### src/rtl/alu_pkg.sv
// Shared ALU types: the F-register flag layout plus the 16-bit ALU op and FSM encodings.
package alu_pkg;

   typedef struct packed {
      logic z;
      logic n;
      logic h;
      logic c;
   } flags_t;

   typedef enum logic [1:0] {
      ADD16 = 2'd0,
      ADDSP = 2'd1,
      INC16 = 2'd2,
      DEC16 = 2'd3
   } alu16_op_t;

   typedef enum logic [1:0] {
      IDLE = 2'd0,
      CALC = 2'd1,
      DONE = 2'd2
   } alu16_state_t;

   // Second adder operand; unknown ops add zero so the result is A unchanged.
   function automatic logic [15:0] alu16_eff_b(alu16_op_t op, logic [15:0] b);
      case (op)
         ADD16:   return b;
         ADDSP:   return {{8{b[7]}}, b[7:0]};
         INC16:   return 16'h0001;
         DEC16:   return 16'hFFFF;
         default: return 16'h0000;
      endcase
   endfunction

endpackage

### src/rtl/alu_slice_add.sv
// Combinational W-bit slice adder built from nibble adders, exposing each nibble carry-out.
module alu_slice_add #(
   parameter int W = 8
) (
   input  logic [W-1:0]   a,
   input  logic [W-1:0]   b,
   input  logic           cin,
   output logic [W-1:0]   sum,
   output logic [W/4-1:0] ncarry
);

   always_comb begin
      logic       c;
      logic [4:0] t;
      c      = cin;
      t      = '0;
      sum    = '0;
      ncarry = '0;
      for (int j = 0; j < W / 4; j++) begin
         t            = {1'b0, a[j*4 +: 4]} + {1'b0, b[j*4 +: 4]} + {4'b0000, c};
         sum[j*4 +: 4] = t[3:0];
         c            = t[4];
         ncarry[j]    = c;
      end
   end

endmodule

### src/rtl/alu16_mc.sv
// Multi-cycle 16-bit ALU: walks a SLICE_W-wide adder across the operands, one slice per cycle,
// collecting nibble carries for the H/C flags; valid/ready on both sides, one op in flight.
module alu16_mc
   import alu_pkg::*;
#(
   parameter int SLICE_W = 8,
   parameter int NSLICE  = 16 / SLICE_W
) (
   input  logic      clk,
   input  logic      rst,
   input  logic      in_valid,
   output logic      in_ready,
   input  alu16_op_t op,
   input  logic [15:0] A,
   input  logic [15:0] B,
   input  flags_t    flags_in,
   output logic      out_valid,
   input  logic      out_ready,
   output logic [15:0] res,
   output flags_t    flags_out
);

   localparam int CW  = (NSLICE > 1) ? $clog2(NSLICE) : 1;
   localparam int NPS = SLICE_W / 4;

   alu16_state_t        state;
   logic [CW-1:0]       cnt;
   logic [15:0]         a_r;
   logic [15:0]         b_r;
   alu16_op_t           op_r;
   flags_t              fin_r;
   logic                carry;
   logic [3:0]          nib_c;
   logic [15:0]         res_r;
   flags_t              flags_r;

   int                  idx;
   logic [SLICE_W-1:0]  a_sl;
   logic [SLICE_W-1:0]  b_sl;
   logic [SLICE_W-1:0]  sum_sl;
   logic [NPS-1:0]      ncarry;
   logic [3:0]          nib_next;
   logic                last;

   function automatic flags_t flags_calc(alu16_op_t o, flags_t f, logic [3:0] nib);
      flags_t r;
      case (o)
         ADD16:   r = '{z: f.z,  n: 1'b0, h: nib[2], c: nib[3]};
         ADDSP:   r = '{z: 1'b0, n: 1'b0, h: nib[0], c: nib[1]};
         default: r = f;
      endcase
      return r;
   endfunction

   assign idx  = int'(cnt) * SLICE_W;
   assign last = (int'(cnt) == NSLICE - 1);

   always_comb begin
      a_sl = a_r[idx +: SLICE_W];
      b_sl = b_r[idx +: SLICE_W];
   end

   alu_slice_add #(.W(SLICE_W)) u_slice (
      .a      (a_sl),
      .b      (b_sl),
      .cin    (carry),
      .sum    (sum_sl),
      .ncarry (ncarry)
   );

   // Nibble carries of this slice land at their global nibble position (bits 3/7/11/15).
   always_comb begin
      nib_next = nib_c;
      for (int j = 0; j < NPS; j++) begin
         nib_next[int'(cnt) * NPS + j] = ncarry[j];
      end
   end

   always_ff @(posedge clk) begin
      if (rst) begin
         state   <= IDLE;
         cnt     <= '0;
         carry   <= 1'b0;
         nib_c   <= '0;
         res_r   <= '0;
         flags_r <= '0;
      end else begin
         case (state)
            IDLE: begin
               if (in_valid && in_ready) begin
                  a_r   <= A;
                  b_r   <= alu16_eff_b(op, B);
                  op_r  <= op;
                  fin_r <= flags_in;
                  cnt   <= '0;
                  carry <= 1'b0;
                  nib_c <= '0;
                  state <= CALC;
               end
            end
            CALC: begin
               res_r[idx +: SLICE_W] <= sum_sl;
               carry                 <= ncarry[NPS-1];
               nib_c                 <= nib_next;
               if (last) begin
                  flags_r <= flags_calc(op_r, fin_r, nib_next);
                  state   <= DONE;
               end else begin
                  cnt <= cnt + 1'b1;
               end
            end
            DONE: begin
               if (out_ready) state <= IDLE;
            end
            default: state <= IDLE;
         endcase
      end
   end

   assign in_ready  = (state == IDLE) && !rst;
   assign out_valid = (state == DONE);
   assign res       = res_r;
   assign flags_out = flags_r;

endmodule

### config.mk
export PLATFORM = sky130hd
export DESIGN_NAME = alu16_mc
export DESIGN_NICKNAME = d
export VERILOG_FILES = /design/src/rtl/alu_pkg.sv /design/src/rtl/alu_slice_add.sv /design/src/rtl/alu16_mc.sv
export SDC_FILE = /design/constraint.sdc
export NUM_CORES = 1
export LEC_CHECK = 0
export ABC_AREA = 1
export CORE_MARGIN = 1
export CORE_UTILIZATION = 40
export DETAILED_ROUTE_END_ITERATION = 12
export GPL_TIMING_DRIVEN = 0
export PLACE_DENSITY = 0.65
export SYNTH_ARGS = -nofsm -noshare
export SYNTH_HDL_FRONTEND = slang
export SYNTH_HIERARCHICAL = 1
export SYNTH_SLANG_ARGS = --single-unit
### constraint.sdc
create_clock -name clk -period 2.9 [get_ports clk]
set_input_delay 0.58 -clock clk [delete_from_list [all_inputs] [get_ports clk]]
set_output_delay 0.58 -clock clk [all_outputs]
set_load 0.1 [all_outputs]
Yosys cells after proc, flatten, opt, wreduce, memory -nomap -nowiden
Cells that the tools add are included.

storage, ports and cells
  flip-flop bits (word level) = 66
  output and inout port bits = 22
  logic and storage cells = 73

operators by class
  add/sub/neg operators = 7
  order comparisons = 4
  equality and inequality tests = 9
  shifts and indexed selects = 4
  multiplexer cells = 19
  bitwise logic cells = 1
  reductions and logical operators = 13

operator list
  cell                                                                      number
  16-bit case mux with 4 select lines                                       1
  4-bit negator with 33-bit output                                          1
  8-bit by 33-bit variable shift with 16-bit output (first input constant)  1
  8-bit by 33-bit indexed part select with 16-bit output                    1
  16-bit by 5-bit indexed part select with 8-bit output                     2
  16-bit bitwise mux                                                        1
  4-bit case mux with 2 select lines                                        2
  4-bit by 4-bit adder with 5-bit output                                    2
  5-bit by 1-bit adder with 5-bit output                                    2
  4-bit bitwise mux                                                         2
  2-bit by 1-bit == test with 1-bit output (second input constant)          3
  2-bit == test (second input constant)                                     3
  2-bit logical NOT                                                         3
  2-bit 2-to-1 mux                                                          3
  2-bit case mux with 3 select lines                                        1
  3-bit AND reduction                                                       2
  1-bit logical AND                                                         4
  1-bit 2-to-1 mux                                                          4
  4-bit 2-to-1 mux                                                          1
  2-bit != test (second input constant)                                     2
  1-bit case mux with 2 select lines                                        2
  2-bit AND reduction                                                       2
  2-bit by 1-bit adder with 3-bit output (second input constant)            1
  3-bit by 1-bit >= comparator with 1-bit output (second input constant)    1
  10 further kinds                                                          10

Logic depth before layout (Yosys ltp)
Gate-level depths: netlist (run 1).

  depth in word-level cells = 7
  depth in mapped cells = 21
  gate-level depth less buffers = 19

Cells and area by module
Netlist (run 1), hierarchy kept.

modules (own cells, without submodules)
  module         times used  cells each  area an instance (um2)
  alu16_mc       1           286         2641.3
  alu_slice_add  1           41          299.0

Worst setup path before layout (run 1)
No wires, ideal clock.

  kind = input port to output port
  start point = input port rst
  end point = output port in_ready
  data arrival time = 2.801 ns
  slack = -0.481 ns
  cell stages on the path = 2
  path through = clkbuf_1 nor3_1

on the way
  cells in the longest elaborated chain, start to end = 2

ends and longest elaborated chain
  element             line             RTL
  start: declaration  alu16_mc.sv:10   input logic rst,
  1-bit logical NOT   alu16_mc.sv:120  assign in_ready = (state == IDLE) && !rst;
  1-bit logical AND   alu16_mc.sv:120
  end: declaration    alu16_mc.sv:12   output logic in_ready,

No other way between the ends.

Worst setup path after layout (run 1)
  start point = register cnt
  end point = register flags_r (netlist bit flags_out[0])

RTL lines
  element                                                line                 RTL
  start: declaration                                     alu16_mc.sv:27       logic [CW-1:0] cnt;
  start signal: assignment                               alu16_mc.sv:109      cnt <= cnt + 1'b1;
  16-bit by 5-bit indexed part select with 8-bit output  alu16_mc.sv:60       b_sl = b_r[idx +: SLICE_W];
  via b_sl[0]                                            alu16_mc.sv:39       logic [SLICE_W-1:0] b_sl;
  4-bit by 4-bit adder with 5-bit output                 alu_slice_add.sv:20  t = {1'b0, a[j*4 +: 4]} + {1'b0, b[j*4 +: 4]} + {4'b0000, c};
  5-bit by 1-bit adder with 5-bit output                 alu_slice_add.sv:20
  via ncarry[0]                                          alu16_mc.sv:41       logic [NPS-1:0] ncarry;
  5-bit by 1-bit adder with 5-bit output                 alu_slice_add.sv:20
  via ncarry[1]                                          alu16_mc.sv:41
  4-bit bitwise mux                                      alu16_mc.sv:75       nib_next[int'(cnt) * NPS + j] = ncarry[j];
  4-bit case mux with 2 select lines                     alu16_mc.sv:47       case (o)
  end signal: assignment                                 alu16_mc.sv:106      flags_r <= flags_calc(op_r, fin_r, nib_next);
  end: declaration                                       alu16_mc.sv:35       flags_t flags_r;

The timed path passes the listed nets, and every way through them passes these cells.
A chain may end at the register's enable or synchronous reset.

==> summary.txt, run 1 <==
Syn-to-layout area delta -> 39.4%
CTS tree -> done
clock sinks -> 66
Final Max Tran Viols -> 0
gr ovfl total -> 0
status -> finished with violations
Port Buffers -> 63
cell count after synthesis -> 327
Final #Nets -> 466
Slowest Stage Delay on Critical Path -> 0.39 ns
worst-path cell chain -> buf_8 -> buf_8 -> nand2_4 -> nand2_4 -> inv_4 -> fa_2 -> inv_2 -> fa_2 -> a21oi_2 -> o21bai_2 -> fa_2 -> inv_2 -> fa_2 -> o21ai_4 -> inv_2 -> nand2_2 -> nand3_2 -> nand3_2 -> nand2_1 -> inv_1
# fillers -> 610
Tightest Pin Transition -> 0.985 ns
via count -> 2388
post-route ant nets -> 0
Rel. slew slack -> 34.1%
failing checks -> negative setup slack
WL/cell -> 12.4 um
RD Place Congestion -> 0.788
die span in x -> 87.7 um
initial DRC count -> 99
sequential area share after synthesis -> 57.9%
FMAX -> 335 MHz
Netlist Area Pre-Place -> 2940 um2
Final Util -> 59.0%
Place WS -> -0.425 ns
Setup violations, final -> 4
Peak VDD IR -> 0.208 mV
CTS Buf Count -> 9
layout cell share with drive strength beyond 1 -> 17.2%
crit path max fanout -> 6
warnings from Yosys -> 6
die height -> 87.7 um
final hold vios -> 0
worst-skew pair later-pin latency -> 0.34 ns
Netlist cell types -> 24
CP dominant cell by count -> fa_2
DRT Wirelength -> 6370 um
antenna violations before repair -> 0
hpwl dp -> 4330 um
# Max-Cap Violations -> 0
RSZ-0062 raised after global routing -> true
Pre-Repair DR Iteration Count -> 4
slowest stage cell on the critical path -> fa_2
post-route minimum period -> 2.98 ns
cell area power density -> 554 nW/um2
worst path arrival time -> 3.27 ns
core area -> 6940 um2
H-tree level count -> 3
clk_skew -> 0.00864 ns
Crit path max-delay family -> adder cells
Mapped Nets -> 379
Rows -> 30
die area -> 7700 um2
CP bufs+invs -> 7
Clock Root Buffer -> clkbuf_8
hold buffers post-CTS -> 0
largest net degree at the start of global routing -> 39
crit path kind -> reg2reg
GRT Total Usage -> 18.7%
Avg Cell Area, Syn -> 8.99 um2
Clk pin slew, worst setup/hold paths -> 0.07 ns
diode count -> 0
top-level I/O count -> 64
vias per inst -> 4.64
Clock Path Buffers -> 2
Hold Crit Class -> reg2reg
Tcrit/Tclk final -> 103%
WP data required -> 3.19 ns
post-route setup slack -> -0.0808 ns
register bit count reported by yosys -> 66
startpoint types -> register
Lkg Pwr -> 1.70 nW
effective utilization at floorplan -> 42.3%
number of global-route vias before repair -> 2287
crit end category -> register
first-pass GRT wire length -> 10500 um
DRC viols -> 0
==> routing by layer <==
layer / up-vias / wire, um / GRT usage [%]
li1: 1226 / - / -
met1: 1078 / 2950 / 22.5
met2: 72 / 2950 / 30.5
met3: 12 / 317 / 5.94
met4: 0 / 150 / 9.09
met5: - / 0 / 0
==> through the flow <==
stage               setup TNS [ns]  std cells  hold slack (ns)  total power [W]  instance area, um2
finish                      -0.143        515            0.459          0.00227                4100
global route                 -1.09        515            0.479          0.00238                4100
CTS                              0        514            0.462          0.00226                4040
detailed placement           -9.93        486            0.454          0.00154                3740
global placement             -7.14        486            0.449          0.00152                3740
floorplan                        0        327            0.460          0.00139                2990
==> worst reg2reg max path, stage by stage (launching register included) <==
cell      delay (ns)
dfxtp_4         0.38
buf_8           0.12
buf_8           0.11
nand2_4         0.05
nand2_4         0.07
inv_4           0.04
fa_2            0.35
inv_2           0.08
fa_2            0.22
a21oi_2         0.06
o21bai_2        0.20
fa_2            0.24
inv_2           0.04
fa_2            0.39
o21ai_4         0.20
inv_2           0.05
nand2_2         0.08
nand3_2         0.07
nand3_2         0.09
nand2_1         0.06
inv_1           0.05
==> layout by cell type (no fill, tap or decap), drive strengths merged <==
cell type,Yosys,layout
nor2,24,24
fa,4,4
nand3,24,24
ha,6,6
inv,44,44
nand2,92,92
xnor2,1,1
edfxtp,38,38
clkinv,0,2
o21bai,1,1
xor2,1,1
clkdlybuf4s50,0,62
o21ai,25,25
buf,7,20
or2,3,3
clkbuf,4,19
dfxtp,28,28
nand3b,1,1
nor3,1,1
a21oi,23,23
==> Yosys cell counts (all sizes together) <==
library cell / instances / area share, %
ha: 6 / 2.6
clkbuf: 4 / 0.51
nand2: 92 / 12
nor2: 24 / 3.1
or2: 3 / 0.64
nand3b: 1 / 0.26
nand3: 24 / 4.3
dfxtp: 28 / 19
buf: 7 / 1.4
o21bai: 1 / 0.26
xnor2: 1 / 0.30
o21ai: 25 / 4.3
fa: 4 / 2.7
edfxtp: 38 / 39
a21oi: 23 / 3.9
xor2: 1 / 0.30
inv: 44 / 5.6
nor3: 1 / 0.17
==> final timing paths <==
check        cells after the start           startpoint                        end  slack (ns)
max                             20     cnt$_SDFFE_PP0P_  flags_out[0]$_SDFFE_PP0P_       -0.08
min                              2  res[1]$_SDFFE_PP0P_        res[1]$_SDFFE_PP0P_        0.46
max reg2reg                     20     cnt$_SDFFE_PP0P_  flags_out[0]$_SDFFE_PP0P_       -0.08
min reg2reg                      2  res[1]$_SDFFE_PP0P_        res[1]$_SDFFE_PP0P_        0.46
==> report_power, final <==
part,switching [W],internal [W],total (W)
clock network,0.000327,0.000361,0.000688
registers,0.0000186,0.00104,0.00106
logic,0.000320,0.000201,0.000522
total,0.000666,0.00160,0.00227
==> repair_timing <==
action / CTS / global route
setup buffers: 12 / 2
resized for setup: 13 / 23
endpoints found under the setup margin: 9 / 9
pin swaps: 10 / 21
==> cell type report <==
type | instances | area (um2) | area share (%)
Buffer | 10 | 83.8 | 2.05
Clock buffer | 14 | 164 | 4.00
Clock inverter | 2 | 10.0 | 0.244
Inverter | 44 | 170 | 4.15
Multi-Input combinational cell | 206 | 1110 | 27.2
Sequential cell | 66 | 1710 | 41.6
Tap cell | 96 | 120 | 2.93
Timing Repair Buffer | 77 | 731 | 17.8
==> registers in the layout, summed over array words and instances, names as in the netlist <==
signal,cells
a_r,16
b_r,16
res,16
fin_r,4
flags_out,4
nib_c,4
op_r,2
state,2
carry,1
cnt,1
==> cell families (layout without fill, tap and decap cells) <==
family / count (synthesis) / after routing / share of synthesized area [%]
AO/OA/AOI/OAI: 49 / 49 / 8.43
XOR/XNOR: 2 / 2 / 0.596
adder cells (fa/ha/maj): 10 / 10 / 5.28
buffers and inverters: 55 / 147 / 7.53
flip-flops: 66 / 66 / 57.9
AND/OR/NAND/NOR: 145 / 145 / 20.3
No activity file was read; power rests on OpenSTA's default activity.
==> run 2: changes to the inputs <==
--- a/config.mk
+++ b/config.mk
@@ -10,6 +10,7 @@
 export CORE_UTILIZATION = 40
 export DETAILED_ROUTE_END_ITERATION = 12
 export GPL_TIMING_DRIVEN = 0
+export HOLD_SLACK_MARGIN = 0.15
 export PLACE_DENSITY = 0.65
 export SYNTH_ARGS = -nofsm -noshare
 export SYNTH_HDL_FRONTEND = slang
==> results of run 2 <==
No change in the layout: final DEF, timing and power equal those of run 1.
